$ cat src/rtl/fetch_seq.sv
// fetch_seq: owns the program counter, sequences ROM reads, presents opcodes
// downstream with valid/ready and applies branch/call/return redirects.
// Optional build macro FETCH_HALT_EN: the all-ones opcode halts fetching.
module fetch_seq #(
  parameter int unsigned ADDR_W    = 8,
  parameter int unsigned DATA_W    = 16,
  parameter int unsigned ROM_LAT   = 1,
  parameter int unsigned STK_DEPTH = 4
) (
  input  logic              clk,
  input  logic              rst_n,
  input  logic              en,
  output logic [ADDR_W-1:0] rom_addr,
  output logic              rom_rd,
  input  logic [DATA_W-1:0] rom_data,
  output logic [DATA_W-1:0] op_out,
  output logic              op_valid,
  input  logic              op_ready,
  output logic [ADDR_W-1:0] pc_out,
  input  logic              br_req,
  input  logic              call_req,
  input  logic              ret_req,
  input  logic [ADDR_W-1:0] br_target,
  output logic              stk_err
`ifdef FETCH_HALT_EN
  ,
  output logic              halted
`endif
);

  localparam int unsigned CNT_W = 3;
  localparam int unsigned SP_W  = $clog2(STK_DEPTH + 1);
  localparam int unsigned IDX_W = $clog2(STK_DEPTH);

`ifdef FETCH_HALT_EN
  typedef enum logic [1:0] {FETCH = 2'd0, WAIT = 2'd1, HOLD = 2'd2, HALT = 2'd3} state_t;
`else
  typedef enum logic [1:0] {FETCH = 2'd0, WAIT = 2'd1, HOLD = 2'd2} state_t;
`endif

  state_t              state, state_d;
  logic [ADDR_W-1:0]   pc, pc_d, addr_d, pco_d;
  logic [CNT_W-1:0]    cnt, cnt_d;
  logic [DATA_W-1:0]   op_d;
  logic                vld_d, err_d;
  logic [SP_W-1:0]     sp;
  logic [ADDR_W-1:0]   stk [STK_DEPTH];
  logic                push, pop;
  logic [ADDR_W-1:0]   pc_inc, top;
  logic                empty, full;
`ifdef FETCH_HALT_EN
  logic                halt_d;
`endif

  assign pc_inc = pc_out + ADDR_W'(1);
  assign top    = stk[IDX_W'(sp - SP_W'(1))];
  assign empty  = (sp == '0);
  assign full   = (sp == SP_W'(STK_DEPTH));

  // Read strobe only in FETCH; disable and reset mask it immediately
  assign rom_rd = rst_n & en & (state == FETCH);

  // Next-state, datapath and stack-operation decode
  always_comb begin
    state_d = state;
    pc_d    = pc;
    addr_d  = rom_addr;
    cnt_d   = cnt;
    op_d    = op_out;
    pco_d   = pc_out;
    vld_d   = op_valid;
    err_d   = stk_err;
    push    = 1'b0;
    pop     = 1'b0;
`ifdef FETCH_HALT_EN
    halt_d  = halted;
`endif
    case (state)
      FETCH: begin
        state_d = WAIT;
        cnt_d   = CNT_W'(ROM_LAT);
      end
      WAIT: begin
        cnt_d = cnt - CNT_W'(1);
        if (cnt == CNT_W'(1)) begin
          op_d    = rom_data;
          pco_d   = pc;
          vld_d   = 1'b1;
          state_d = HOLD;
        end
      end
      HOLD: begin
        if (op_ready) begin
          vld_d   = 1'b0;
          state_d = FETCH;
          pc_d    = pc_inc;
          if (ret_req) begin
            if (!empty) begin
              pc_d = top;
              pop  = 1'b1;
            end else begin
              err_d = 1'b1;
            end
          end else if (call_req) begin
            pc_d = br_target;
            if (!full) push = 1'b1;
            else       err_d = 1'b1;
          end else if (br_req) begin
            pc_d = br_target;
          end
          addr_d = pc_d;
`ifdef FETCH_HALT_EN
          if (op_out == '1) begin
            state_d = HALT;
            halt_d  = 1'b1;
            pc_d    = pc;
            addr_d  = rom_addr;
            err_d   = stk_err;
            push    = 1'b0;
            pop     = 1'b0;
          end
`endif
        end
      end
`ifdef FETCH_HALT_EN
      HALT: begin
        state_d = HALT;
      end
`endif
      default: state_d = FETCH;
    endcase
  end

  // State register
  always_ff @(posedge clk or negedge rst_n) begin
    if (!rst_n)  state <= FETCH;
    else if (en) state <= state_d;
  end

  // Datapath registers; en low freezes everything
  always_ff @(posedge clk or negedge rst_n) begin
    if (!rst_n) begin
      pc       <= '0;
      rom_addr <= '0;
      cnt      <= '0;
      op_out   <= '0;
      pc_out   <= '0;
      op_valid <= 1'b0;
      stk_err  <= 1'b0;
`ifdef FETCH_HALT_EN
      halted   <= 1'b0;
`endif
    end else if (en) begin
      pc       <= pc_d;
      rom_addr <= addr_d;
      cnt      <= cnt_d;
      op_out   <= op_d;
      pc_out   <= pco_d;
      op_valid <= vld_d;
      stk_err  <= err_d;
`ifdef FETCH_HALT_EN
      halted   <= halt_d;
`endif
    end
  end

  // Return stack: push the return address or pop the top entry
  always_ff @(posedge clk or negedge rst_n) begin
    if (!rst_n) begin
      sp <= '0;
      for (int i = 0; i < STK_DEPTH; i++) stk[i] <= '0;
    end else if (en) begin
      if (push) begin
        stk[IDX_W'(sp)] <= pc_inc;
        sp              <= sp + SP_W'(1);
      end else if (pop) begin
        sp <= sp - SP_W'(1);
      end
    end
  end

endmodule

$ cat config.mk
export PLATFORM = sky130hd
export DESIGN_NAME = fetch_seq
export DESIGN_NICKNAME = d
export VERILOG_FILES = /design/src/rtl/fetch_seq.sv
export SDC_FILE = /design/constraint.sdc
export NUM_CORES = 1
export LEC_CHECK = 0
export BUFFER_PORTS_ARGS = -buffer_cell sky130_fd_sc_hd__buf_4
export CORE_ASPECT_RATIO = 0.75
export CORE_MARGIN = 5
export CORE_UTILIZATION = 45
export CTS_BUF_LIST = sky130_fd_sc_hd__clkbuf_8 sky130_fd_sc_hd__clkbuf_16
export DETAILED_ROUTE_END_ITERATION = 6
export GPL_ROUTABILITY_DRIVEN = 0
export GPL_TIMING_DRIVEN = 0
export PLACE_DENSITY = 0.77
export SYNTH_ARGS = -nofsm -noshare
export SYNTH_HDL_FRONTEND = slang
export SYNTH_SLANG_ARGS = --single-unit
$ cat constraint.sdc
create_clock -name clk -period 2.8 [get_ports clk]
set_input_delay 0.56 -clock clk [delete_from_list [all_inputs] [get_ports clk]]
set_output_delay 0.56 -clock clk [all_outputs]
set_load 0.01 [all_outputs]
Word-level counts from Yosys, hierarchy flattened
Cells that the tools add are included.
{"block": "word_totals", "regBits": 74, "output_inout_bits": 35}
{"block": "op_classes", "n_addsub": 4, "n_lt_le_gt_ge": 3, "eq_ne": 7, "mux": 32, "bitwise_logic": 4, "n_reduce_logical": 16}
{"operator": "$mux 8", "n": 7}
{"operator": "$bwmux 32", "n": 1}
{"operator": "$bmux 8 s2", "n": 1}
{"operator": "$demux 8 s2", "n": 1}
{"operator": "$mux 1", "n": 15}
{"operator": "$reduce_bool 2->1", "n": 5}
{"operator": "$reduce_and 3->1", "n": 3}
{"operator": "$add 8x1->8 const B", "n": 1}
{"operator": "$ge 3x3->1 const B", "n": 2}
{"operator": "$mux 3", "n": 2}
{"operator": "$not 2->3", "n": 2}
{"operator": "$pmux 2 s3", "n": 1}
{"operator": "$pmux 3 s2", "n": 1}
{"operator": "$reduce_and 2->1", "n": 3}
{"operator": "$reduce_and 6->1", "n": 1}
{"operator": "$sub 3x1->3 const B", "n": 2}
{"operator": "$mux 2", "n": 2}
{"operator": "$ne 2x2->1 const B", "n": 2}
{"operator": "$reduce_and 4->1", "n": 1}
{"operator": "$add 3x1->3 const B", "n": 1}
{"operator": "$eq 3x1->1 const B", "n": 1}
{"operator": "$eq 3x3->1 const B", "n": 1}
{"operator": "$logic_not 3->1", "n": 1}
{"operator": "$lt 3x1->1 const B", "n": 1}
{"operator": "7 further kinds", "n": 8}

Logic depth before layout (Yosys ltp)
Gate-level depths: netlist (run 1).
{"block": "depth", "ltp_word": 8, "ltp_mapped": 9, "depth_no_buf": 6}

Worst setup path before layout (run 1)
No wires, ideal clock.
{"block": "synth_path", "kind": "flip-flop to flip-flop", "startpoint": "reg sp[0]", "endpoint": "reg pc[1]", "t_arrival_ns": 2.045, "path_slack_ns": 0.619, "stages_incl_launch_ff": 8, "path_buffers": 2, "cell_sequence": "dfrtp_1 > buf_2 > inv_1 > ha_1 > clkbuf_1 > mux4_2 > a222oi_1 > o21ai_0"}
{"block": "synth_between", "elab_chain_len": 7}
{"element": "from (decl)", "line_no": "46", "rtl": "logic [SP_W-1:0] sp;"}
{"element": "from (signal assigned)", "line_no": "175", "rtl": "sp <= sp + SP_W'(1);"}
{"element": "from (signal assigned)", "line_no": "177", "rtl": "sp <= sp - SP_W'(1);"}
{"element": "$sub 3x1->3"}
{"element": "$not 2->3 (not written as such)", "line_no": "56", "rtl": "assign top = stk[IDX_W'(sp - SP_W'(1))];"}
{"element": "$bmux 8 s2", "line_no": "56"}
{"element": "$mux 8 (not written as such) (2 in a row)", "line_no": "56"}
{"element": "$mux 8 (*)", "line_no": "98", "rtl": "if (!empty) begin"}
{"element": "$mux 8 (*)", "line_no": "97", "rtl": "if (ret_req) begin"}
{"element": "to (signal assigned)", "line_no": "154", "rtl": "pc <= pc_d;"}
{"element": "to (decl)", "line_no": "42", "rtl": "logic [ADDR_W-1:0] pc, pc_d, addr_d, pco_d;"}
Every way passes the cells marked *; elsewhere a longest branch is shown, timed or not. The select of a mux whose other input is x is not followed.
A chain may end at the register's enable or synchronous reset.

Worst setup path after layout (run 1)
Same ends and word-level chain as after synthesis.

==> results.toml, run 1 <==
[worst_setup_path]
worstRegToRegCells = 6
crit_chain = "buf_2 > inv_1 > ha_1 > mux4_2 > a222oi_1 > o21ai_0"
reg2reg_to = "pc[1]"
crit_type = "flop to flop"
cp-end-kind = "flop"
worstPathRequired_ns = 3.03
slowest_delay_ns = 0.61
rr_startpoint = "sp[0]"
critPathArrivalTime_ns = 2.66
cp_max_fo = 11
startpoint_type = "flop"
r2r_slack_ns = 0.37
slowest_stage = "ha_1"

[clocking]
postCtsSetupBuffers = 0
clk_latency_ns = 0.35
root_buffer = "clkbuf_8"
numCtsBuffers = 9
clkTransAtPathRegs_ns = 0.08
ctsHoldBuffers = 0
h-tree-depth = 3
cts_buffer_depth = 2
cts_tree = "built"
cts_resized = 0
clkSinkCount = 74

[grt]
track_usage_pct = 17.74
grt_max_degree = 76
grt_pass1_wl_um = 13490
grt_overflow_total = 0
antenna_found_initial = 0
grt_pass1_vias = 2664

[logic_synthesis]
syn_nets = 342
ys.flop_type = "dfrtp_1"
yosysTopAreaCell = "dfrtp_1"
synth_top_area_share_pct = 53.18
synth_async_sr_flop_share_pct = 100.0
synth_edf_count = 0
yosys_warnings = 0
avgSynthCellArea_um2 = 11.49
netlist_instances = 303
synth_area_um2 = 3482
synthTopCellsByArea = "dfrtp_1 53%, mux2_2 9.4%, o21ai_0 5.2%"
synth_seq_cells = 74
yosysSeqAreaShare_pct = 53.18
ys_types = 46

[die]
dieArea_um2 = 9616
fp.dieW_um = 111.6
coreArea_um2 = 7432
die_y_um = 86.18
rows = 27
ios = 66
initial_core_util_pct = 46.85

[detailed_routing]
finalWirelength_um = 7959
wl_met2_um = 3621
vias = 2621
antenna_left = 0
drc_errors = 0
avgViaCountPerCell = 5.427
wl_met3_um = 641
highest_layer = "met4"
drt-initial-drc-count = 145
m1WireLength_um = 3559
wl_per_cell_um = 16.48
drt_first_pass_iters = 4

[pwr]
power_per_cell_area_nw_per_um2 = 979.0
p_leak_nw = 1.968
peakVddDrop_mv = 0.3866

[placed_design]
dp_hpwl_um = 5835
port-buffer-count = 65

[timing]
rsz0062_at_grt = "false"
whs_ns = 0.3404
hold_viol = 0
finalCriticalPeriod_ns = 2.434
finalClockSkew_ns = 0.007641
timing.slew.headroom_pct = 38.43
worstMarginPinSlew_ns = 0.9236
setup-tns-final_ns = 0
setup_viol = 0
finalCritPeriodShare_pct = 86.92
fmax_mhz = 410.9
report.final.slew_viol_count = 0

[job]
cap_violations = 0

[min_path]
hp-class = "input pin to asynchronous set/reset pin"

[finish]
num_antenna_cells = 0
drive_above_1_share_pct = 34.03
area_growth_pct = 24.43
fill_cells = 639
nNetsFinal = 417

[status]
outcome = "finished, final reports clean"
==> synth_stat cells, drive strengths merged (2+ instances only) <==
| cell type | count |
|---|---|
| xor2 | 3 |
| o211ai | 5 |
| a21oi | 13 |
| nand2 | 34 |
| ha | 8 |
| a2bb2oi | 2 |
| and2 | 2 |
| a21o | 2 |
| nand2b | 2 |
| mux2 | 29 |
| xnor2 | 2 |
| nand3b | 2 |
| nor3 | 3 |
| o21a | 2 |
| inv | 9 |
| nand3 | 7 |
| mux4 | 8 |
| clkbuf | 8 |
| nand4 | 5 |
| nor2 | 15 |
| buf | 7 |
| a221oi | 3 |
| a31oi | 2 |
| dfrtp | 74 |
| o21ai | 36 |
| a211o | 2 |
==> flip-flops by register name, summed over array words and instances (netlist names) <==
name,count
stk,32
op_out,16
pc,8
pc_out,8
cnt,3
sp,3
state,2
op_valid,1
stk_err,1
==> through the flow <==
| step | instance area (um^2) | utilization [%] | worst slack, ns | total power [W] | instances |
|---|---|---|---|---|---|
| finish | 4333 | 58.30 | 0.3663 | 0.004242 | 483 |
| global route | 4333 | 58.30 | 0.1257 | 0.004505 | 483 |
| CTS | 4337 | 58.35 | 0.1137 | 0.004273 | 484 |
| detailed placement | 4096 | 55.12 | 0.1211 | 0.003274 | 469 |
| global placement | 4096 | 55.12 | 0.1901 | 0.003222 | 469 |
| floorplan | 3482 | - | 0.6191 | 0.002575 | 303 |
==> metal layers <==
layer | global-route usage [%] | up-vias
li1 | - | 1247
met1 | 23.13 | 1267
met2 | 28.41 | 93
met3 | 5.373 | 14
met4 | 6.409 | 0
met5 | 0 | -
==> worst max-delay path: cells and delay by family, from the launching register on <==
kind / cells / cell delay (ns)
flops: 1 / 0.37
compound gates: 2 / 0.45
buf+inv: 2 / 0.47
fa+ha+maj: 1 / 0.61
mux: 1 / 0.41
==> cells in the final DEF, fill, tap and decap left out, drive strengths merged, types with 9 or more instances in the layout <==
| cell | Yosys | final |
|---|---|---|
| nor2 | 15 | 15 |
| nand2 | 34 | 34 |
| inv | 9 | 9 |
| buf | 7 | 72 |
| a21oi | 13 | 13 |
| mux2 | 29 | 29 |
| clkbuf | 8 | 17 |
| o21ai | 36 | 36 |
| dfrtp | 74 | 74 |
==> area by class of cell <==
cell class	instances	area [um^2]	area share, %
plain buffers	14	80.08	1.848
well taps	101	126.4	2.917
inverters	9	33.78	0.7797
repair buffers	65	488.0	11.26
clock buffers	10	137.6	3.176
flip-flops and latches	74	1852	42.74
clock inverters	5	102.6	2.368
multi-input cells	205	1513	34.91
==> worst max path at each step <==
stage | start | endpoint | slack (ns) | depth (start not counted)
3_3_place_gp | sp[0] | pc[1] | 0.19 | 7
4_1_cts | sp[0] | pc[1] | 0.11 | 7
3_5_place_dp | sp[0] | pc[1] | 0.12 | 7
5_1_grt | sp[0] | pc[1] | 0.13 | 6
2_1_floorplan | sp[0] | pc[1] | 0.62 | 7
6_report | sp[0] | pc[1] | 0.37 | 6
==> power by group <==
group | switching (W) | leakage (nW) | internal, W
sequential | 0.000268 | 0.963 | 0.00139
combinational | 0.000769 | 0.887 | 0.000817
clock | 0.000386 | 0.118 | 0.000609
==> cells by family after synthesis <==
kind of cell    synth area share, %
compound gates                13.22
xor+xnor                      1.258
fa+ha+maj                     2.875
buf+inv                       3.378
flops                         53.18
mux                           14.84
simple gates                  11.25
Note: power is estimated with default switching activity, not from simulation.
==> run 2, diff against run 1 <==
RECOVER_POWER = 50   (was not set)
==> results.toml, run 2 (synthesized netlist as in run 1, its figures left out) <==
[status]
outcome = "finished, final reports clean"

[grt]
antenna_found_initial = 0
grt_max_degree = 76
grt_pass1_wl_um = 13490
track_usage_pct = 17.74
grt_overflow_total = 0
grt_pass1_vias = 2664

[detailed_routing]
drt-initial-drc-count = 128
drt_first_pass_iters = 4
finalWirelength_um = 7988
avgViaCountPerCell = 5.410
drc_errors = 0
antenna_left = 0
wl_per_cell_um = 16.54
vias = 2613

[finish]
final_area_um2 = 4277
nNetsFinal = 417
multiInputGateArea_um2 = 1513
final_util_pct = 57.54
drive_above_1_share_pct = 30.37
reg_top3 = "stk: 32 flops, op_out: 16 flops"
num_antenna_cells = 0
fill_cells = 651
final_common_cell = "dfrtp_1"
top_register = "stk"
area_growth_pct = 22.82
largest_reg_flops = 32
regArea_um2 = 1852
final_cell_mix = "74 x dfrtp_1, 52 x buf_4, 36 x o21ai_0"

[die]
initial_core_util_pct = 46.85
dieArea_um2 = 9616
rows = 27
die_y_um = 86.18
ios = 66
coreArea_um2 = 7432
fp.dieW_um = 111.6

[worst_setup_path]
path_buf_inv = 2
path_depth = 6
cp-endpoint = "pc[1]"
cp_max_fo = 11
crit_type = "flop to flop"
slowest_delay_ns = 0.61
reg2reg_to = "pc[1]"
startpoint_type = "flop"
r2r_slack_ns = 0.37
rr_startpoint = "sp[0]"
worstRegToRegCells = 6
crit_chain = "buf_2 > inv_1 > ha_1 > mux4_2 > a222oi_1 > o21ai_0"
cp-end-kind = "flop"
critPathArrivalTime_ns = 2.66
slowest_stage = "ha_1"
cp-startpoint = "sp[0]"
critical_path.top_delay_family = "adder cells"
worstPathRequired_ns = 3.03

[timing]
hold_viol = 0
finalCritPeriodShare_pct = 86.96
setup_viol = 0
report.final.slew_viol_count = 0
finalClockSkew_ns = 0.007598
setup-tns-final_ns = 0
finalCriticalPeriod_ns = 2.435
fmax_mhz = 410.7
worstMarginPinSlew_ns = 0.9210
timing.slew.headroom_pct = 38.60
rsz0062_at_grt = "false"
whs_ns = 0.3401

[clocking]
cts_buffer_depth = 2
clkTransAtPathRegs_ns = 0.07
numCtsBuffers = 9
cts_tree = "built"
root_buffer = "clkbuf_8"
ctsHoldBuffers = 0
clk_latency_ns = 0.35
h-tree-depth = 3
clkSinkCount = 74

[pwr]
combPwrFrac_pct = 36.2
switching_share_pct = 34.17
peakVddDrop_mv = 0.3542
seqPwrFrac_pct = 39.9
p_int_w = 0.002738
power_per_cell_area_nw_per_um2 = 972.6
p_clk_share_pct = 23.9
power_switching_w = 0.001421
p_leak_nw = 1.914

[job]
cap_violations = 0

[placed_design]
dpl_cell_area_um2 = 4096
dp_hpwl_um = 5835
port-buffer-count = 65

[min_path]
hp-class = "input pin to asynchronous set/reset pin"
## run 2: final cells by class
cell class              count  share of cell area (%)
clock inverters             5                   2.399
well taps                 101                   2.955
repair buffers             65                   10.27
multi-input cells         205                   35.37
inverters                   9                  0.7899
flip-flops and latches     74                   43.30
clock buffers              10                   3.218
plain buffers              14                   1.697
## run 2: how the worst min path moves through the flow
stage                       startpoint         end  slack [ns]
after global placement         stk[11]     stk[11]        0.46
after global routing      rom_data[13]  op_out[13]        0.41
after floorplan                  rst_n      cnt[0]        0.26
after CTS                        rst_n      cnt[1]        0.36
final                            rst_n      cnt[1]        0.34
after detailed placement       stk_err     stk_err        0.46
## run 2: stage by stage
stage	power, W	worst slack [ns]	std cells
finish	0.004159	0.3652	483
global route	0.004427	0.1257	483
CTS	0.004273	0.1137	484
detailed placement	0.003274	0.1211	469
global placement	0.003222	0.1901	469
floorplan	0.002575	0.6191	303
## run 2: power by group through the flow
stage / registers [W] / clock network (W) / logic (W)
floorplan: 0.00173 / 0 / 0.000841
global placement: 0.00165 / 0 / 0.00157
detailed placement: 0.00168 / 0 / 0.00160
CTS: 0.00166 / 0.00101 / 0.00160
global route: 0.00171 / 0.00105 / 0.00167
finish: 0.00166 / 0.000994 / 0.00150
## run 2: repair_timing
| item | 4_1_cts | 5_1_grt |
|---|---|---|
| resized for setup | 0 | 0 |
| setup buffers | 0 | 0 |
| setup endpoints to repair | 0 | 2 |
## run 2: routing by layer
metal	vias up	part of all wire (%)	routed length (um)	global-route usage, %
met5	-	0	0	0
met4	0	1.8	147	6.409
met3	16	7.9	633	5.373
met2	98	45	3597	28.41
met1	1256	45	3609	23.13
li1	1243	-	-	-
